--- config.mk ---
export PLATFORM = sky130hd
export DESIGN_NAME = pipe_stage_buf
export DESIGN_NICKNAME = d
export VERILOG_FILES = /design/src/rtl/pipe_stage_buf.sv
export SDC_FILE = /design/constraint.sdc
export NUM_CORES = 1
export LEC_CHECK = 0
export ABC_AREA = 1
export BUFFER_PORTS_ARGS = -buffer_cell sky130_fd_sc_hd__buf_2
export CAP_MARGIN = 20
export CELL_PAD_IN_SITES_DETAIL_PLACEMENT = 1
export CELL_PAD_IN_SITES_GLOBAL_PLACEMENT = 1
export CORE_MARGIN = 2
export CORE_UTILIZATION = 30
export DETAILED_ROUTE_END_ITERATION = 10
export HOLD_SLACK_MARGIN = 0.03
export PLACE_DENSITY = 0.63
export SLEW_MARGIN = 15
export SYNTH_ARGS = -nofsm -noshare
export SYNTH_HDL_FRONTEND = slang
export SYNTH_SLANG_ARGS = --single-unit
--- constraint.sdc ---
create_clock -name clk -period 2.25 [get_ports clk]
set_input_delay 0.5625 -clock clk [delete_from_list [all_inputs] [get_ports clk]]
set_output_delay 0.5625 -clock clk [all_outputs]
set_load 0.02 [all_outputs]
--- src/rtl/pipe_stage_buf.sv ---
// rtl/pipe_stage_buf.sv - parametrised inter-stage pipeline buffer with optional skid entry and stall counter
module pipe_stage_buf #(
   parameter int                DATA_W         = 151,
   parameter logic [DATA_W-1:0] RST_DATA       = {DATA_W{1'b0}},
   parameter bit                SKID           = 1'b1,
   parameter bit                ZERO_ON_BUBBLE = 1'b1,
   parameter int                CNT_W          = 16
) (
   input  logic              clk,
   input  logic              rst,
   input  logic              flush,
   input  logic              in_valid,
   output logic              in_ready,
   input  logic [DATA_W-1:0] in_data,
   output logic              out_valid,
   input  logic              out_ready,
   output logic [DATA_W-1:0] out_data,
   output logic [1:0]        occupancy,
   input  logic              stall_cnt_clr,
   output logic [CNT_W-1:0]  stall_cnt
);

   localparam logic [CNT_W-1:0] CNT_MAX = {CNT_W{1'b1}};

   generate
      if (SKID) begin : g_skid
         typedef enum logic [1:0] {
            ST_EMPTY = 2'd0,
            ST_ONE   = 2'd1,
            ST_TWO   = 2'd2
         } state_t;

         state_t            state_q;
         state_t            state_d;
         logic [DATA_W-1:0] main_q;
         logic [DATA_W-1:0] skid_q;
         logic              rdy_q;
         logic              in_xfer;
         logic              out_xfer;
         logic              main_from_in;
         logic              main_from_skid;
         logic              skid_from_in;

         // rdy_q is a flop so the upstream ready path never sees out_ready;
         // it is only masked by reset so nothing is accepted while held.
         assign in_ready  = rdy_q & rst;
         assign out_valid = (state_q != ST_EMPTY);
         assign out_data  = (ZERO_ON_BUBBLE && !out_valid) ? RST_DATA : main_q;
         assign occupancy = state_q;
         assign in_xfer   = in_valid & in_ready;
         assign out_xfer  = out_valid & out_ready;

         // Next state and payload steering; flush wins over both transfers.
         always_comb begin
            state_d        = state_q;
            main_from_in   = 1'b0;
            main_from_skid = 1'b0;
            skid_from_in   = 1'b0;
            if (flush) begin
               state_d = ST_EMPTY;
            end else begin
               case (state_q)
                  ST_EMPTY: begin
                     if (in_xfer) begin
                        state_d      = ST_ONE;
                        main_from_in = 1'b1;
                     end
                  end
                  ST_ONE: begin
                     if (in_xfer && out_xfer) begin
                        main_from_in = 1'b1;
                     end else if (in_xfer) begin
                        state_d      = ST_TWO;
                        skid_from_in = 1'b1;
                     end else if (out_xfer) begin
                        state_d = ST_EMPTY;
                     end
                  end
                  ST_TWO: begin
                     if (out_xfer) begin
                        state_d        = ST_ONE;
                        main_from_skid = 1'b1;
                     end
                  end
                  default: state_d = ST_EMPTY;
               endcase
            end
         end

         // State register plus the registered copy of "not full" for in_ready.
         always_ff @(posedge clk or negedge rst) begin
            if (!rst) begin
               state_q <= ST_EMPTY;
               rdy_q   <= 1'b1;
            end else begin
               state_q <= state_d;
               rdy_q   <= (state_d != ST_TWO);
            end
         end

         // Payload entries: main always feeds the output, skid holds the overflow.
         always_ff @(posedge clk or negedge rst) begin
            if (!rst) begin
               main_q <= RST_DATA;
               skid_q <= RST_DATA;
            end else if (flush) begin
               if (ZERO_ON_BUBBLE) begin
                  main_q <= RST_DATA;
                  skid_q <= RST_DATA;
               end
            end else begin
               if (main_from_in) begin
                  main_q <= in_data;
               end else if (main_from_skid) begin
                  main_q <= skid_q;
               end
               if (skid_from_in) begin
                  skid_q <= in_data;
               end
            end
         end
      end else begin : g_reg
         logic              valid_q;
         logic [DATA_W-1:0] main_q;
         logic              in_xfer;
         logic              out_xfer;

         assign in_ready  = rst & (~valid_q | out_ready);
         assign out_valid = valid_q;
         assign out_data  = (ZERO_ON_BUBBLE && !valid_q) ? RST_DATA : main_q;
         assign occupancy = {1'b0, valid_q};
         assign in_xfer   = in_valid & in_ready;
         assign out_xfer  = valid_q & out_ready;

         // Single pipeline register; a new input replaces a departing one.
         always_ff @(posedge clk or negedge rst) begin
            if (!rst) begin
               valid_q <= 1'b0;
               main_q  <= RST_DATA;
            end else if (flush) begin
               valid_q <= 1'b0;
               if (ZERO_ON_BUBBLE) begin
                  main_q <= RST_DATA;
               end
            end else if (in_xfer) begin
               valid_q <= 1'b1;
               main_q  <= in_data;
            end else if (out_xfer) begin
               valid_q <= 1'b0;
            end
         end
      end
   endgenerate

   // Back-pressure counter: saturates, clear beats increment, flush ignored.
   always_ff @(posedge clk or negedge rst) begin
      if (!rst) begin
         stall_cnt <= '0;
      end else if (stall_cnt_clr) begin
         stall_cnt <= '0;
      end else if (out_valid && !out_ready && (stall_cnt != CNT_MAX)) begin
         stall_cnt <= stall_cnt + 1'b1;
      end
   end

endmodule

==> key figures, run 1 <==
Critical path
  • Element type at the critical path start: flop
  • Setup crit start: occupancy[1]$_DFF_PN0_
  • Length in cells of the worst reg-to-reg path: 10
  • Critical Path RT: 1.69 ns
  • R2r startpoint: occupancy[1]$_DFF_PN0_
  • CP endpoint kind: primary output
  • Worst R2R End: g_skid.main_q[52]$_DFFE_PN0P_
  • Reg-to-reg slack, setup: 0.20 ns
  • CP arrival: 1.84 ns
  • Classification of the worst setup path: flop to primary output
  • Crit Path Max Fanout: 7

Placed design
  • GP Congestion: 0.7792
  • Dpl ws: 0.06383 ns
  • Count of port buffers added during placement: 327
  • Inst Count DP: 2,936
  • Dpl cell area: 0.01782 mm2
  • Detailed Place HPWL: 34,850 um

Timing
  • TNS Setup: -15.96 ns
  • Final period util: 1.068
  • Final setup violation count: 142
  • FMAX: 416.2 MHz
  • Final setup margin: -0.1525 ns
  • RSZ-0062 raised after global routing: true
  • Final hold violation count: 0
  • Clock skew: 0.01279 ns
  • Hold WS: 0.07740 ns
  • Fin crit period: 2.402 ns
  • Slew Limit Fails: 0
  • Slew HR: 0.4495
  • Worst-Margin Slew: 0.8257 ns

Run
  • Max-cap violations: 0

Synthesis
  • Syn Area/Cell: 7.603 um2
  • Share of the synthesized area in the top cell type: 0.5219
  • Post-synth EDFFs: 0
  • Post-synth cell types: 28
  • Top cell type by total area after synthesis: dfrtp_1
  • Dominant cells by area after synthesis: dfrtp_1 52%, nand2_1 12%, inv_1 9.1%
  • Sequential element share of the synthesized area: 0.5237
  • Netlist Area Pre-Place: 0.01534 mm2
  • Main synth FF type: dfrtp_1
  • Post-Synthesis Cells: 2,018
  • FFs w/ async S/R, synth: 1.000
  • Yosys warnings: 0
  • Synthesized flop and latch total: 321
  • Syn nets: 2,176

Power and ir drop
  • Pwr dens: 694.2 mW/mm2
  • VDD IR max: 0.3903 mV
  • Sw Pwr: 0.003718 W
  • Switching portion of total power: 0.2631
  • Clk pwr share: 0.465
  • Seq pwr share: 0.424
  • P_int: 0.01041 W
  • P_leak: 10.23 nW
  • Comb power frac: 0.111

Min path
  • Min-delay worst type: input port to async pin

Clock network
  • Root buf cell: clkbuf_16
  • TritonCTS clock tree: yes
  • Max Root-Sink Buffers: 3
  • CTS HTree Levels: 2
  • Cts bufs inserted: 41
  • Worst-path clk slew: 0.06 ns
  • Clock Latency Late Sink: 0.56 ns
  • Clk sinks: 321

Outcome
  • Failing checks: setup timing
  • Status: finished with violations

GRT
  • Initial antenna violation count: 15
  • Number of global-route vias before repair: 14,930
  • GR Overflow Total: 0
  • First-pass GRT wire length: 83,010 um
  • GRT Util Overall: 0.1971
  • Largest net degree at the start of global routing: 127

Detailed routing
  • DR DRC count: 0
  • Post-DRT Antenna Nets: 0
  • Via-to-Cell Ratio: 4.676
  • Drt initial violations: 675
  • Drt pass-1 iters: 5
  • WL per Instance: 17.88 um
  • Via count: 14,220
  • Final wirelength: 54,360 um

Cells and area
  • Non-Filler Instances: 3,041
  • Post-route cell area: 0.02036 mm2
  • Synth-to-Final Area Change: 32.69%
  • Commonest non-fill, non-tap cell in the layout: nand2_1
  • Layout cells sized above 1: 0.2239
  • Nets: 2,488
  • Most frequent cells in the layout: 472 x nand2_1, 371 x inv_1, 319 x dfrtp_1, 273 x o21ai_0, 239 x buf_2

Floorplan
  • Total die area: 0.05297 mm2
  • CORE AREA: 0.05027 mm2
  • Chip width: 230.1 um
  • Die Span Y: 230.1 um
  • # IOs: 328
  • Site Rows: 82
  • Initial Utilization: 0.3052
state kept, by name, summed over array words and instances (netlist names):
name,cells
g_skid.main_q,151
occupancy,2
stall_cnt,16
g_skid.skid_q,151
g_skid.rdy_q,1
through the flow:
stage                 util  power (W)
floorplan                -   0.006786
global placement    0.3545   0.007439
global route        0.4049    0.01474
detailed placement  0.3545   0.007475
CTS                 0.3854    0.01419
finish              0.4049    0.01413
layer usage:
layer  global-route usage  routed length (um)  vias up
li1                     -                   -     6830
met1               0.2538               24000     7014
met2               0.3277               26470      259
met3              0.04415                2504       98
met4              0.06411                1254       18
met5                    0                 124        -
logic make-up after synthesis:
kind of cell             synth area share
AND/OR/NAND/NOR                    0.1898
buffers and inverters              0.1305
AO/OA/AOI/OAI                      0.1524
flip-flops                         0.5237
XOR/XNOR                         0.002854
adder cells (fa/ha/maj)         0.0008154
power by group through the flow:
stage	clock [W]	sequential [W]	combinational, W
global route	0.00698	0.00601	0.00174
detailed placement	0	0.00610	0.00137
finish	0.00657	0.00600	0.00156
floorplan	0	0.00609	0.000699
CTS	0.00676	0.00600	0.00143
global placement	0	0.00610	0.00134
synth_stat cells (5+ instances only):
cell      number
o21ai_0      273
buf_6          9
nand2_1      475
clkbuf_1      52
clkbuf_2       5
buf_2         50
o21ai_1      184
nor2_1       173
nand4_1       13
dfrtp_1      320
nand3_1       60
inv_1        371
critical path: stages (launching register included):
cell and delay, ns:
dfrtp_1 0.42, nor2_4 0.16, buf_6 0.13, clkbuf_16 0.20
buf_16 0.15, nor2_1 0.06, buf_4 0.15
worst max-delay path by stage:
| stage | slack [ns] | cells past startpoint | end |
|---|---|---|---|
| global placement | 0.17 | 7 | g_skid.main_q[128]$_DFFE_PN0P_ |
| finish | -0.15 | 6 | out_data[23] |
| detailed placement | 0.06 | 7 | g_skid.main_q[136]$_DFFE_PN0P_ |
| CTS | -0.18 | 5 | out_data[139] |
| global route | -0.22 | 6 | out_data[123] |
| floorplan | 0.14 | 4 | out_valid |
timing repair:
action,4_1_cts,5_1_grt
setup endpoints to repair,151,152
pin swaps,1,2
gates resized for setup,35,213
setup buffers,5,5
hold endpoints to repair,2,0
hold buffers,1,0
cloned,2,11
layout make-up:
class                      instances  area [um2]
tap                              672       840.8
inverter                         375        1409
timing repair buffer             388        3082
fill                            6101       29920
multi-input combinational       1203        5628
clock inverter                    10       85.08
antenna                            6       15.01
sequential                       321        8035
clock buffer                      66        1262
No activity file was read; power rests on OpenSTA's default activity.
==> run 2, diff against run 1 <==
RECOVER_POWER = 100   (was default)
==> key figures, run 2 (synthesized netlist as in run 1, its figures left out) <==
Power and ir drop
  • Seq pwr share: 0.425
  • P_int: 0.01041 W
  • Sw Pwr: 0.003708 W
  • Comb power frac: 0.110
  • Clk pwr share: 0.465
  • VDD IR max: 0.3880 mV
  • Switching portion of total power: 0.2627
  • P_leak: 10.21 nW
  • Pwr dens: 694.8 mW/mm2

Timing
  • Final period util: 1.065
  • Clock skew: 0.01321 ns
  • TNS Setup: -15.81 ns
  • Final setup violation count: 143
  • Final hold violation count: 0
  • Fin crit period: 2.396 ns
  • Worst-Margin Slew: 1.869 ns
  • Slew Limit Fails: 177
  • Final setup margin: -0.1463 ns
  • FMAX: 417.3 MHz
  • Slew HR: -0.2461
  • RSZ-0062 raised after global routing: true

GRT
  • GRT Util Overall: 0.1971
  • First-pass GRT wire length: 83,010 um
  • GR Overflow Total: 0
  • GR Util met2: 0.3277
  • Initial antenna violation count: 15
  • Number of global-route vias before repair: 14,930
  • Met3 Use GR: 0.04415
  • M1 GR Usage: 0.2538
  • Largest net degree at the start of global routing: 127
  • Busiest grt layer: met2

Floorplan
  • Site Rows: 82
  • # IOs: 328
  • Chip width: 230.1 um
  • Die Span Y: 230.1 um
  • CORE AREA: 0.05027 mm2
  • Initial Utilization: 0.3052
  • Total die area: 0.05297 mm2

Cells and area
  • Non-Filler Instances: 3,041
  • Post-route cell area: 0.02031 mm2
  • Synth-to-Final Area Change: 32.40%
  • Layout cells sized above 1: 0.2234
  • Filler cell count: 6,105
  • Commonest non-fill, non-tap cell in the layout: nand2_1
  • Largest regs: g_skid.main_q: 151 flops, g_skid.skid_q: 151 flops, stall_cnt: 16 flops
  • Most frequent cells in the layout: 472 x nand2_1, 371 x inv_1, 319 x dfrtp_1, 273 x o21ai_0, 239 x buf_2
  • Nets: 2,488

Detailed routing
  • Final wirelength: 54,340 um
  • Drt initial violations: 669
  • Drt pass-1 iters: 4
  • Via-to-Cell Ratio: 4.674
  • Post-DRT Antenna Nets: 0
  • DR DRC count: 0
  • WL per Instance: 17.87 um
  • Via count: 14,210

Placed design
  • Inst Count DP: 2,936
  • Dpl cell area: 0.01782 mm2
  • Count of port buffers added during placement: 327
  • Detailed Place HPWL: 34,850 um
  • GP Congestion: 0.7792

Critical path
  • Classification of the worst setup path: flop to primary output
  • Critical Path RT: 1.69 ns
  • Crit Path Max Fanout: 7
  • CP arrival: 1.83 ns
  • Critical Path Max Stage Delay: 0.42 ns
  • Crit path cell chain: nor2_4 > buf_6 > clkbuf_16 > buf_16 > nor2_1 > buf_4
  • Reg-to-reg slack, setup: 0.20 ns
  • Slowest CP cell: dfrtp_1
  • CP endpoint kind: primary output
  • Element type at the critical path start: flop

Outcome
  • Failing checks: capacitance limit, slew limit, setup timing
  • Status: finished with violations

Run
  • Max-cap violations: 1

Clock network
  • Clk sinks: 321
  • Cts bufs inserted: 41
  • CTS HTree Levels: 2
  • Root buf cell: clkbuf_16
  • Worst-path clk slew: 0.06 ns
  • Clock Latency Late Sink: 0.56 ns
  • Max Root-Sink Buffers: 3
  • TritonCTS clock tree: yes

Min path
  • Min-delay worst type: input port to flop
-- run 2: worst paths after layout --
kind                                              startpoint                       endpoint  depth (start not counted)
worst max-delay path                  occupancy[1]$_DFF_PN0_                   out_data[23]                          6
worst min-delay path                             in_data[47]  g_skid.skid_q[47]$_DFFE_PN0P_                          3
worst max register to register        occupancy[1]$_DFF_PN0_  g_skid.main_q[52]$_DFFE_PN0P_                         10
worst min register to register  g_skid.skid_q[9]$_DFFE_PN0P_   g_skid.skid_q[9]$_DFFE_PN0P_                          2
max in group asynchronous                                rst  g_skid.main_q[88]$_DFFE_PN0P_                          3
min in group asynchronous                                rst  g_skid.main_q[53]$_DFFE_PN0P_                          2
-- run 2: layout make-up --
class / instances / area [um2] / area share
flip-flops and latches: 321 / 8035 / 0.3956
multi-input cells: 1203 / 5628 / 0.2771
diodes: 6 / 15.01 / 0.0007391
well taps: 672 / 840.8 / 0.04139
repair buffers: 388 / 3038 / 0.1496
clock buffers: 66 / 1262 / 0.06215
inverters: 375 / 1409 / 0.06936
clock inverters: 10 / 85.08 / 0.004188
-- run 2: layer usage --
| metal | vias to the layer above | part of all wire |
|---|---|---|
| met4 | 18 | 0.023 |
| met5 | - | 0.0023 |
| met3 | 97 | 0.047 |
| met2 | 254 | 0.49 |
| li1 | 6826 | - |
| met1 | 7018 | 0.44 |
-- run 2: timing repair --
action | CTS | global route
pin swaps | 1 | 2
hold buffers | 1 | 0
resized for setup | 35 | 213
hold endpoints to repair | 2 | 0
setup endpoints to repair | 151 | 152
gates cloned | 2 | 11
buffers inserted | 5 | 5
-- run 2: power by group through the flow --
stage | Combinational, W | Sequential (W) | Clock (W)
floorplan | 0.000699 | 0.00609 | 0
global placement | 0.00134 | 0.00610 | 0
detailed placement | 0.00137 | 0.00610 | 0
CTS | 0.00143 | 0.00600 | 0.00676
global route | 0.00173 | 0.00601 | 0.00698
finish | 0.00155 | 0.00600 | 0.00656
-- run 2: metrics by stage --
stage | power [W] | hold slack [ns] | util | setup slack (ns)
2_1_floorplan | 0.006786 | 0.2669 | - | 0.1372
3_3_place_gp | 0.007439 | 0.4619 | 0.3545 | 0.1670
3_5_place_dp | 0.007475 | 0.4674 | 0.3545 | 0.06383
4_1_cts | 0.01419 | 0.1748 | 0.3854 | -0.1805
5_1_grt | 0.01473 | 0.2508 | 0.4040 | -0.2206
6_report | 0.01411 | 0.2647 | 0.4041 | -0.1463
-- run 2: critical path: cells and delay by family, from the launching register on --
| kind | cells | cell delay [ns] |
|---|---|---|
| flops | 1 | 0.42 |
| simple gates | 2 | 0.22 |
| buf+inv | 4 | 0.62 |
